**src/rtl/branch_unit.sv**
```systemverilog
// branch_unit: flag register, conditional branch resolution and a circular
// return-address stack for call/return. Supplies the next-PC override
// (branch/address) combinationally every cycle.
//
// Optional feature macro: BRANCH_FLAG_BYPASS_EN
//   When defined, a branch issued in the same cycle as a flag write resolves
//   against flag_in instead of the registered flags.
//
// Ports:
//   clk, reset      : clock, synchronous active-high reset
//   cond            : compare-path conditions (cond[0]=less, cond[1]=equal)
//   w_flag, flag_in : flag register write enable / value
//   branch_instr    : conditional branch
//   call, ret       : call / return (priority ret > call > branch_instr)
//   immediate       : branch/call immediate, shifted left by SHIFT
//   pc_next         : return address pushed on call
//   address, branch : next-PC override
//   ras_full/empty  : stack occupancy status
//   ras_err         : sticky overflow/underflow flag
module branch_unit #(
  parameter int IMM_W     = 6,
  parameter int SHIFT     = 3,
  parameter int ADDR_W    = 9,
  parameter int FLAG_W    = 3,
  parameter int RAS_DEPTH = 4
) (
  input  logic              clk,
  input  logic              reset,
  input  logic [FLAG_W-2:0] cond,
  input  logic              w_flag,
  input  logic [FLAG_W-1:0] flag_in,
  input  logic              branch_instr,
  input  logic              call,
  input  logic              ret,
  input  logic [IMM_W-1:0]  immediate,
  input  logic [ADDR_W-1:0] pc_next,
  output logic [ADDR_W-1:0] address,
  output logic              branch,
  output logic              ras_full,
  output logic              ras_empty,
  output logic              ras_err
);
  localparam int PTR_W = $clog2(RAS_DEPTH);
  localparam int CNT_W = $clog2(RAS_DEPTH + 1);

  logic [FLAG_W-1:0]                 flag_q, flag_d;
  logic [PTR_W-1:0]                  wp_q, wp_d;
  logic [CNT_W-1:0]                  cnt_q, cnt_d;
  logic                              err_q, err_d;
  logic [RAS_DEPTH-1:0][ADDR_W-1:0]  mem_q;
  logic                              push;
  logic [FLAG_W-1:0]                 flag_eff;
  logic                              take;
  logic [ADDR_W-1:0]                 target;
  logic [PTR_W-1:0]                  top_idx;

  assign ras_full  = (cnt_q == CNT_W'(RAS_DEPTH));
  assign ras_empty = (cnt_q == '0);
  assign ras_err   = err_q;
  assign target    = {immediate, {SHIFT{1'b0}}};
  assign top_idx   = wp_q - 1'b1;  // wraps modulo depth

`ifdef BRANCH_FLAG_BYPASS_EN
  assign flag_eff = (w_flag && branch_instr) ? flag_in : flag_q;
`else
  assign flag_eff = flag_q;
`endif

  always_comb begin
    take = flag_eff[0];
    for (int i = 1; i < FLAG_W; i++)
      take = take | (flag_eff[i] & cond[i-1]);
  end

  // Next-PC override
  always_comb begin
    branch  = 1'b0;
    address = target;
    if (reset) begin
      address = '0;
    end else if (ret) begin
      branch  = 1'b1;
      address = ras_empty ? '0 : mem_q[top_idx];  // underflow returns 0
    end else if (call) begin
      branch  = 1'b1;
    end else if (branch_instr) begin
      branch  = take;
    end
  end

  // Next-state for flags and stack bookkeeping
  always_comb begin
    flag_d = w_flag ? flag_in : flag_q;
    wp_d   = wp_q;
    cnt_d  = cnt_q;
    err_d  = err_q;
    push   = 1'b0;
    if (ret) begin
      if (ras_empty) begin
        err_d = 1'b1;
      end else begin
        wp_d  = wp_q - 1'b1;
        cnt_d = cnt_q - 1'b1;
      end
    end else if (call) begin
      // On overflow wp already points at the oldest entry, so the push
      // overwrites it while the count stays saturated.
      push = 1'b1;
      wp_d = wp_q + 1'b1;
      if (ras_full) err_d = 1'b1;
      else          cnt_d = cnt_q + 1'b1;
    end
  end

  always_ff @(posedge clk) begin
    if (reset) begin
      flag_q <= '0;
      wp_q   <= '0;
      cnt_q  <= '0;
      err_q  <= 1'b0;
      mem_q  <= '0;
    end else begin
      flag_q <= flag_d;
      wp_q   <= wp_d;
      cnt_q  <= cnt_d;
      err_q  <= err_d;
      if (push) mem_q[wp_q] <= pc_next;
    end
  end
endmodule
```
**config.mk**
```make
export PLATFORM = sky130hd
export DESIGN_NAME = branch_unit
export DESIGN_NICKNAME = d
export VERILOG_FILES = /design/src/rtl/branch_unit.sv
export SDC_FILE = /design/constraint.sdc
export NUM_CORES = 1
export LEC_CHECK = 0
export CAP_MARGIN = 20
export CORE_MARGIN = 2
export CORE_UTILIZATION = 52
export DETAILED_ROUTE_END_ITERATION = 8
export PLACE_DENSITY = 0.86
export SLEW_MARGIN = 20
export SYNTH_ARGS = -nofsm -noshare
export SYNTH_HDL_FRONTEND = slang
export SYNTH_SLANG_ARGS = --single-unit
export TNS_END_PERCENT = 20
```
**constraint.sdc**
```tcl
create_clock -name clk -period 2.4 [get_ports clk]
set_input_delay 0.6 -clock clk [delete_from_list [all_inputs] [get_ports clk]]
set_output_delay 0.6 -clock clk [all_outputs]
set_load 0.02 [all_outputs]
```
* After elaboration in Yosys (flattened, before gate mapping)
Index checks and enable logic that the tools add are counted.
** Word-level totals
- Register bits :: 45
- Bits in latches :: 0
- Bits in writable memories :: 0
- Memory bits (read-only) :: 0
- Input port bits :: 26
- Logic and storage cells :: 55
- Memories kept :: 0
** Cells by class
- Add/sub/neg operators :: 4
- Multipliers :: 0
- Divide/modulo/power cells :: 0
- $lt $le $gt $ge :: 3
- Eq/ne operators :: 4
- Shifts and indexed selects :: 0
- Mux-type cells :: 25
- Bitwise logic cells :: 4
- Reductions and logical operators :: 7
** Operator list (number)
- $mux 9 :: 5
- $bwmux 36 :: 1
- $bmux 9 s2 :: 1
- $demux 9 s2 :: 1
- $mux 3 :: 4
- $mux 1 :: 10
- $lt 2x3->1 const B :: 2
- $mux 2 :: 3
- $reduce_and 3->1 :: 2
- $ne 2x2->1 const B :: 2
- $reduce_bool 2->1 :: 2
- $add 3x1->3 const B :: 1
- $eq 3x3->1 const B :: 1
- $logic_not 3->1 :: 1
- $sub 3x1->3 const B :: 1
- $add 2x1->2 const B :: 1
- $and 1x1->1 :: 2
- $ge 2x1->1 const B :: 1
- $ne 2x1->1 const B :: 1
- $or 1x1->1 :: 2
- $reduce_and 2->1 :: 1
- $sub 2x1->2 const B :: 1
- $logic_and 1x1->1 :: 1

* Logic depth before layout (Yosys ltp)
Gate-level depths: netlist of the first run.
- Depth after elaboration :: 7
- Gate-level depth with buffers :: 7
- Depth with buffers taken out :: 5

* Worst setup path before layout of the first run
Ideal clock, no wire load.
- Path type :: register to output
- Start :: register wp_q[0]
- End :: output address[3]
- Arrival :: 1.702 ns
- Path slack :: 0.098 ns
- Stages on the path, launching flop included :: 7
- Cell sequence :: dfxtp_1 > buf_6 > inv_1 > ha_1 > buf_2 > mux4_2 > a22o_1
** Between the ends
- Word-level cells in the longest chain between the ends :: 6
** RTL lines
- start, declared :: RTL line 47 : logic [PTR_W-1:0] wp_q, wp_d;
- start signal, assigned :: RTL line 124 : wp_q <= wp_d;
- $sub 2x1->2 :: RTL line 61 : assign top_idx = wp_q - 1'b1;
- net top_idx[0] :: RTL line 55 : logic [PTR_W-1:0] top_idx;
- $bmux 9 s2 :: RTL line 83 : address = ras_empty ? '0 : mem_q[top_idx];
- $mux 9 (not written as such) :: RTL line 83
- $mux 9 :: RTL line 83
- $mux 9 :: RTL line 81 : end else if (ret) begin
- $mux 9 :: RTL line 79 : if (reset) begin
- end, declared :: RTL line 37 : output logic [ADDR_W-1:0] address,
The timed path passes the listed nets, and every way through them passes these cells. The select of a mux whose other input is x is not followed.

* Final worst setup path of the first run
Same ends and word-level chain as after synthesis.

==> out/qor.csv, run 1 <==
metric;value;unit
async_flop_share;0;
leakagePower;1.41;nW
start_util;0.543;
drive_above_1_share;0.225;
finalSetupTns;0;ns
synth-seq-area-share;0.415;
clk_path_buf_depth;2;
die_y;68.6;um
power.density;661;nW/um^2
drv_slew;0;
dpl.hpwl;3490;um
syn-instance-count;210;
core;4000;um^2
yosys-top-cells-count;dfxtp_1, nor2_1, mux2i_1;
port_buffers;38;
numCtsBuffers;5;
synth_top_flop_cell;dfxtp_1;
clk_latency;0.30;ns
firstDrtPassIters;4;
tightest_slew;0.474;ns
cap_viol_max_count;0;
post-route-period-util;0.996;
finalSetupViolCount;0;
grt_pass1_wl;8170;um
critPathCaptureType;output pin;
die_x;68.6;um
fin_util;0.715;
place.gp.congestion;0.803;
vias_per_cell;5.49;
synth_edf_count;0;
cts_max_level;2;
start_kind;flip-flop;
yosys.cell_count.top_type;dfxtp_1;
syn_area;2170;um^2
antenna_cells;0;
crit_arrival;1.79;ns
netlist.area_leader.share;0.415;
grt_max_degree;29;
ys_ff_latch;45;
max-slew-margin-rel;0.680;
fp-row-count;23;
synth.area.top_cells;dfxtp_1, mux2i_1, nor2_1, mux4_2, mux4_1;
yosysWarnings;0;
ys_types;36;
required;1.80;ns
grt-ovfl-total;0;
drt_iter0_markers;71;
antenna_left;0;
dieArea;4710;um^2
nNetsFinal;301;
critPathKind;flip-flop to output pin;
fin_crit;2.39;ns
drc;0;
clk_pin_slew;0.09;ns
holdWs;0.448;ns
hold_viol;0;
peakVddDrop;0.501;mV
wl;5070;um
grt_usage;0.240;
path_max_fanout;4;
clkSinkCount;45;
antenna_found_initial;0;
stdcell_area;2860;um^2
postPlaceCellArea;2760;um^2
rsz0062_at_grt;yes;
finClkSkew;0.00961;ns
hold_path.class;flip-flop to flip-flop;
wl_per_cell;15.8;um
dr_total_vias;1762;
cts-root-buf;clkbuf_8;
cts_tree;done;
synth.net_count;241;
fmax;418;MHz
yosysTopAreaCell;dfxtp_1;
boundaryPins;39;
area_growth_syn_to_layout;31.6;%
grt_pass1_vias;1704;
avgSynthCellArea;10.3;um^2
status;finished clean;
-- critical path, stage by stage (launching register included) --
cell     delay [ns]
dfxtp_2        0.37
inv_2          0.06
ha_4           0.28
buf_6          0.11
mux4_2         0.31
a22o_1         0.22
buf_6          0.14
-- worst paths after layout --
check	start	end	slack, ns	cells after the start
max	wp_q[0]	address[3]	0.01	6
min	ras_err	ras_err	0.45	2
max reg2reg	cnt_q[0]	cnt_q[2]	0.65	6
min reg2reg	ras_err	ras_err	0.45	2
-- placed cells by master, fill, tap and decap left out, drive strengths merged --
| master | Yosys | layout |
|---|---|---|
| dfxtp | 45 | 45 |
| nor2 | 44 | 44 |
| mux2i | 40 | 40 |
| buf | 12 | 40 |
| clkdlybuf4s50 | 0 | 26 |
| mux4 | 9 | 9 |
| inv | 6 | 7 |
| a22o | 6 | 6 |
| clkbuf | 4 | 6 |
| a21oi | 5 | 5 |
| and2 | 4 | 4 |
| nand3b | 4 | 4 |
| ha | 4 | 4 |
| nand2 | 2 | 2 |
| and3b | 2 | 2 |
| o22ai | 2 | 2 |
| nand2b | 2 | 2 |
| nor2b | 2 | 2 |
| o21ai | 2 | 2 |
| a211oi | 2 | 2 |
| nor3 | 1 | 1 |
| o31ai | 1 | 1 |
| a221o | 1 | 1 |
| nor4b | 1 | 1 |
| or2 | 1 | 1 |
| o211ai | 1 | 1 |
| or3b | 1 | 1 |
| a21o | 1 | 1 |
| o311ai | 1 | 1 |
| xnor2 | 1 | 1 |
| a2111oi | 1 | 1 |
| or3 | 1 | 1 |
| fa | 1 | 1 |
| clkinv | 0 | 1 |
| bufinv | 0 | 1 |
| dlymetal6s2s | 0 | 1 |
| dlygate4sd2 | 0 | 1 |
-- report_power, final --
part	internal (mW)	leakage, nW	total [mW]	switching, mW
combinational	0.271	0.988	0.504	0.233
clock	0.312	0.0585	0.578	0.266
sequential	0.787	0.366	0.809	0.0214
total	1.37	1.41	1.89	0.520
-- registers in the layout (all words and copies together), names as in the netlist --
| name | flops |
|---|---|
| mem_q | 36 |
| flag_eff | 3 |
| ras_err | 1 |
| wp_q | 2 |
| cnt_q | 3 |
-- logic make-up (layout without fill, tap and decap cells) --
family / count (synthesis) / in the layout / share of synthesized area
and+or+nand+nor: 65 / 65 / 0.141
muxes: 49 / 49 / 0.281
adders and majority gates: 5 / 5 / 0.0323
DFF: 45 / 45 / 0.415
xor gates and xnor gates: 1 / 1 / 0.00403
AOI/OAI and AO/OA: 23 / 23 / 0.0760
buffers and inverters: 22 / 83 / 0.0513
-- repair_timing --
item                       CTS  global route
setup buffers                0             1
hold buffers                 0             0
setup endpoints to repair   10            10
gates resized for setup     46             3
pin swaps                    3             2
-- final cells by class --
type                       instances  area (um^2)
inverter                           6         22.5
sequential                        45          902
clock buffer                       5         68.8
timing repair buffer              69          591
multi-input combinational        143         1170
tap                               50         62.6
fill                             293         1140
clock inverter                     3         43.8
-- through the flow --
step | power, mW | worst slack, ns | std cells
3_3_place_gp | 1.29 | -0.411 | 312
2_1_floorplan | 1.09 | 0.0983 | 210
3_5_place_dp | 1.30 | -0.434 | 312
6_report | 1.89 | 0.00970 | 321
4_1_cts | 1.88 | -0.00874 | 320
5_1_grt | 1.97 | -0.0402 | 321
-- layer usage --
| layer | part of all wire | track usage |
|---|---|---|
| met4 | 0.013 | 0.0875 |
| met5 | 0 | 0 |
| met3 | 0.036 | 0.0406 |
| met1 | 0.45 | 0.309 |
| met2 | 0.50 | 0.405 |
Power figures use the tool's default switching activity.
==> run 2: changes to the inputs <==
ABC_CLOCK_PERIOD_IN_PS = 2400   (was default)
CELL_PAD_IN_SITES_DETAIL_PLACEMENT = 0   (was default)
CELL_PAD_IN_SITES_GLOBAL_PLACEMENT = 1   (was default)
CORE_UTILIZATION = 40   (was 52)
PLACE_DENSITY = 0.85   (was 0.86)
==> run 2 against run 1 <==
  * Core utilization down 16 points
  * Power grew 0.77%
  * Die area up 28%
  * Sequential cell count stayed put
  * Clock skew shrank 0.0062 ns
  * Clock-buffer cell count increased by 2
  * Worst setup slack improved by 0.0068 ns
  * Sequential power hardly changed
  * Design area is 1.1% higher
  * Clock power grew 3%
  * Routed wire length down 5.9%
  * Via count is 3.0% lower
  * Critical endpoint unchanged
  * Largest cell class unchanged
==> out/qor.csv, run 2 (same netlist as run 1, synthesis figures left out) <==
metric;value;unit
clk_path_buf_depth;2;
power.density;659;nW/um^2
largest_reg_flops;36;
place.gp.congestion;0.750;
grt_max_degree;46;
dpl.hpwl;3430;um
r2r_setup_slack;0.67;ns
clk_latency;0.30;ns
status;finished clean;
wl_per_cell;14.1;um
cts-root-buf;clkbuf_8;
fp-row-count;26;
crit_arrival;1.78;ns
leakagePower;1.40;nW
wl;4770;um
start_kind;flip-flop;
hold_path.class;flip-flop to flip-flop;
dp_cells;329;
antenna_found_initial;0;
antenna_cells;0;
grt_pass1_wl;8170;um
r2r-end;cnt_q[2];
fmax;420;MHz
cts_tree;done;
vias_per_cell;5.04;
drc;0;
critPathKind;flip-flop to output pin;
die_x;77.7;um
final_cell_mix;nor2_1, dfxtp_1, mux2i_1, buf_4, clkdlybuf4s50_1;
die_y;77.7;um
reg2reg_depth;6;
p_sw_frac;0.264;
post-route-period-util;0.993;
cts_hold_buf;0;
start_util;0.420;
firstDrtPassIters;4;
port_buffers;38;
p_switching;502;uW
power_frac_clock;0.312;
clkSinkCount;45;
holdPathStages;2;
regMostFlops;mem_q;
drt_iter0_markers;96;
critPathCaptureType;output pin;
core;5170;um^2
peakVddDrop;0.345;mV
cap_viol_max_count;0;
required;1.80;ns
hold_end;ras_err;
tightest_slew;0.470;ns
hold_viol;0;
hp-start;ras_err;
drv_slew;0;
grt_pass1_vias;1723;
rsz0062_at_grt;yes;
cts_max_level;2;
clk_pin_slew;0.08;ns
antenna_left;0;
dieArea;6040;um^2
drive_above_1_share;0.212;
grt_usage;0.173;
stdcell_count;339;
finClkSkew;0.00344;ns
power_frac_seq;0.424;
p_int;1.40;mW
path_max_fanout;4;
area_growth_syn_to_layout;33.1;%
fin_crit;2.38;ns
boundaryPins;39;
total_power;1.91;mW
grt-ovfl-total;0;
n_fill_cell;478;
regArea;902;um^2
nNetsFinal;299;
dr_total_vias;1710;
numCtsBuffers;5;
comb_power_share;0.264;
multi_input_area;1170;um^2
regToRegStartpoint;cnt_q[0];
finalSetupViolCount;0;
max-slew-margin-rel;0.682;
-- run 2: stage by stage --
| stage | utilization | worst slack [ns] | hold slack [ns] | setup TNS [ns] | instance area (um^2) |
|---|---|---|---|---|---|
| 2_1_floorplan | - | 0.0983 | 0.455 | 0 | 2170 |
| 3_3_place_gp | 0.532 | -0.471 | 0.438 | -4.52 | 2750 |
| 3_5_place_dp | 0.532 | -0.455 | 0.452 | -4.51 | 2750 |
| 4_1_cts | 0.555 | -0.00137 | 0.467 | -0.00137 | 2870 |
| 5_1_grt | 0.559 | -0.0356 | 0.490 | -0.141 | 2890 |
| 6_report | 0.559 | 0.0165 | 0.459 | 0 | 2890 |
-- run 2: power groups by stage --
| stage | clock (mW) | sequential (mW) | combinational [mW] |
|---|---|---|---|
| 2_1_floorplan | 0 | 0.827 | 0.263 |
| 3_3_place_gp | 0 | 0.822 | 0.469 |
| 3_5_place_dp | 0 | 0.824 | 0.474 |
| 4_1_cts | 0.605 | 0.808 | 0.493 |
| 5_1_grt | 0.636 | 0.814 | 0.545 |
| 6_report | 0.594 | 0.809 | 0.503 |
-- run 2: what timing repair did --
item / CTS / global route
setup buffers: 2 / 0
pin swaps: 2 / 1
endpoints found under the hold margin: 0 / 0
endpoints found under the setup margin: 10 / 10
resized for setup: 46 / 10
-- run 2: final cells by class --
class / instances / share of cell area
Multi-Input combinational cell: 143 / 0.404
Clock inverter: 1 / 0.0104
Sequential cell: 45 / 0.312
Inverter: 6 / 0.00779
Clock buffer: 7 / 0.0299
Timing Repair Buffer: 67 / 0.205
Tap cell: 70 / 0.0303
-- run 2: routing by layer --
layer | vias to the layer above | global-route usage | routed length (um)
met2 | 21 | 0.273 | 2250
met3 | 5 | 0.0395 | 152
met4 | 0 | 0.0589 | 67
li1 | 851 | - | -
met1 | 833 | 0.233 | 2300
met5 | - | 0 | 0
-- run 2: worst max path at each step --
stage / startpoint / end / slack, ns / cells after the start
final: wp_q[0] / address[3] / 0.02 / 6
after global routing: wp_q[0] / address[0] / -0.04 / 5
after detailed placement: ret / address[3] / -0.46 / 6
after global placement: ret / address[3] / -0.47 / 6
after CTS: wp_q[0] / address[6] / -0.001 / 6
after floorplan: wp_q[0] / address[3] / 0.1 / 6
-- run 2: worst max-delay path, stage by stage (launching register included) --
cell,delay (ns)
dfxtp_2,0.36
inv_2,0.05
ha_4,0.29
buf_4,0.12
mux4_2,0.30
a22o_1,0.20
buf_4,0.16
==> run 3: changes to the inputs <==
ABC_AREA = 1   (was default)
CORE_UTILIZATION = 37   (was 40)
PLACE_DENSITY = 0.86   (was 0.85)
==> run 3 against run 2 <==
  * Sequential cell count did not move
  * Via count rose by 30%
  * Worst setup slack improved by 0.059 ns
  * Register-to-register slack improved by 0.10 ns
  * Synthesized cell count rose by 50%
  * Sequential power rose by 2%
  * Fmax rose by 2.5%
  * Core utilization fell by 8.0 points
  * Sequential share of layout area rose by 0.97 points
  * Hold slack got worse by 0.0032 ns
  * Critical endpoint is now address[1]
  * Largest power group unchanged
  * Highest routed layer unchanged
==> out/qor.csv, run 3 <==
metric;value;unit
place.gp.congestion;0.806;
finClkSkew;0.00869;ns
syn-instance-count;316;
drv_slew;0;
synth-adder-area-share;0.0317;
regMostFlops;mem_q;
antenna_found_initial;0;
finalSetupViolCount;0;
pre_cts_slack;-0.455;ns
drc;0;
path_max_fanout;8;
p_switching;689;uW
wl;5930;um
final_cell_mix;nand2_1, nand3_1, a21oi_1, dfxtp_1, clkdlybuf4s50_1;
critPathKind;flip-flop to output pin;
postPlaceCellArea;2750;um^2
postCtsSetupRepairBufs;0;
stdcell_area;2800;um^2
synth-seq-area-share;0.407;
start_util;0.378;
synth_edf_count;0;
cts_resized;40;
power_frac_clock;0.235;
status;finished clean;
worst_slack;0.0752;ns
die_y;81.3;um
ys_ff_latch;45;
synth.net_count;347;
power.density;700;nW/um^2
leakagePower;1.11;nW
yosys-top-cells-count;nand2_1, nand3_1, a21oi_1;
yosys.area_share.simple;0.306;
dr_total_vias;2220;
wl_per_cell;13.4;um
grt_pass1_vias;2017;
synth-compound-area-share;0.162;
power_frac_seq;0.421;
hold_viol;0;
antenna_cells;0;
hold_path.class;flip-flop to flip-flop;
post-route-period-util;0.969;
cts_hold_buf;0;
synthMuxAreaShare;0;
port_buffers;38;
p_int;1.27;mW
yosysTopAreaCell;dfxtp_1;
grt_usage;0.190;
drt_iter0_markers;138;
fin_crit;2.32;ns
async_flop_share;0;
nNetsFinal;396;
drive_above_1_share;0.123;
yosysWarnings;0;
clk_latency;0.30;ns
die_x;81.3;um
dieArea;6610;um^2
required;1.80;ns
synth_top_family_by_area;simple AND/OR/NAND/NOR gates;
netlist.area_leader.share;0.407;
peakVddDrop;0.356;mV
max-slew-margin-rel;0.740;
vias_per_cell;5.03;
fin_util;0.478;
clk_pin_slew;0.09;ns
core;5850;um^2
numCtsBuffers;5;
dpl.hpwl;4170;um
area_growth_syn_to_layout;26.5;%
antenna_left;0;
cts-root-buf;clkbuf_8;
avgSynthCellArea;7.00;um^2
comb_power_share;0.345;
fmax;430;MHz
mostFrequentLayoutCell;nand2_1;
tightest_slew;0.390;ns
largest_reg_flops;36;
grt_pass1_wl;9610;um
clkSinkCount;45;
firstDrtPassIters;4;
syn_area;2210;um^2
yosys.cell_count.top_type;nand2_1;
crit_arrival;1.72;ns
synth.area.top_cells;dfxtp_1, nand2_1, nand3_1, a21oi_1, o21ai_0;
fp-row-count;28;
ys_types;22;
rsz0062_at_grt;yes;
p_sw_frac;0.352;
clk_path_buf_depth;2;
cts_max_level;2;
cts_tree;done;
start_kind;flip-flop;
grt_max_degree;34;
grt-ovfl-total;0;
synth_top_flop_cell;dfxtp_1;
boundaryPins;39;
synth_xor_area_frac;0.00396;
critPathCaptureType;output pin;
cap_viol_max_count;0;
-- run 3: cell type report --
| type | count | area (um^2) |
|---|---|---|
| multi-input cells | 232 | 1110 |
| clock buffers | 6 | 72.6 |
| repair buffers | 61 | 532 |
| well taps | 75 | 93.8 |
| flip-flops and latches | 45 | 901 |
| fillers | 605 | 3050 |
| clock inverters | 2 | 10.0 |
| inverters | 20 | 75.1 |
-- run 3: worst max-delay path, stage by stage, from the launching register on --
cell and delay (ns):
dfxtp_1 0.35, inv_2 0.05, ha_1 0.32, buf_4 0.19, a21oi_1 0.11, o21ai_0 0.10, a21oi_1 0.13, buf_2 0.17
-- run 3: stage by stage --
step | cells | hold slack (ns) | power, mW | setup TNS, ns
4_1_cts | 441 | 0.458 | 1.97 | -0.0296
3_3_place_gp | 433 | 0.437 | 1.52 | -4.01
6_report | 441 | 0.456 | 1.96 | 0
2_1_floorplan | 316 | 0.429 | 1.26 | -0.0715
5_1_grt | 441 | 0.476 | 2.08 | -0.00852
3_5_place_dp | 433 | 0.445 | 1.53 | -3.92
-- run 3: power by group through the flow --
stage	clock network [mW]	registers (mW)	logic, mW
after detailed placement	0	0.841	0.687
final	0.459	0.824	0.675
after global placement	0	0.839	0.685
after floorplan	0	0.841	0.417
after CTS	0.469	0.824	0.675
after global routing	0.503	0.831	0.743
-- run 3: logic make-up (layout without fill, tap and decap cells) --
| group | count (synthesis) | in the layout |
|---|---|---|
| xor gates and xnor gates | 1 | 1 |
| and+or+nand+nor | 156 | 156 |
| adders and majority gates | 5 | 5 |
| DFF | 45 | 45 |
| buffers and inverters | 39 | 89 |
| AOI/OAI and AO/OA | 70 | 70 |
-- run 3: per-layer routing --
| metal | vias to the layer above | wire length [um] | part of all wire | global-route usage |
|---|---|---|---|---|
| met5 | - | 0 | 0 | 0 |
| met3 | 8 | 240 | 0.040 | 0.0356 |
| li1 | 1140 | - | - | - |
| met4 | 0 | 81 | 0.014 | 0.0661 |
| met2 | 48 | 2730 | 0.46 | 0.305 |
| met1 | 1024 | 2870 | 0.48 | 0.255 |
-- run 3: final timing paths --
kind,depth (start not counted),slack [ns],end,start
worst min-delay path,2,0.46,mem_q[18],mem_q[18]
worst min register to register,2,0.46,mem_q[18],mem_q[18]
worst max register to register,6,0.77,mem_q[19],wp_q[0]
worst max-delay path,7,0.08,address[1],wp_q[0]
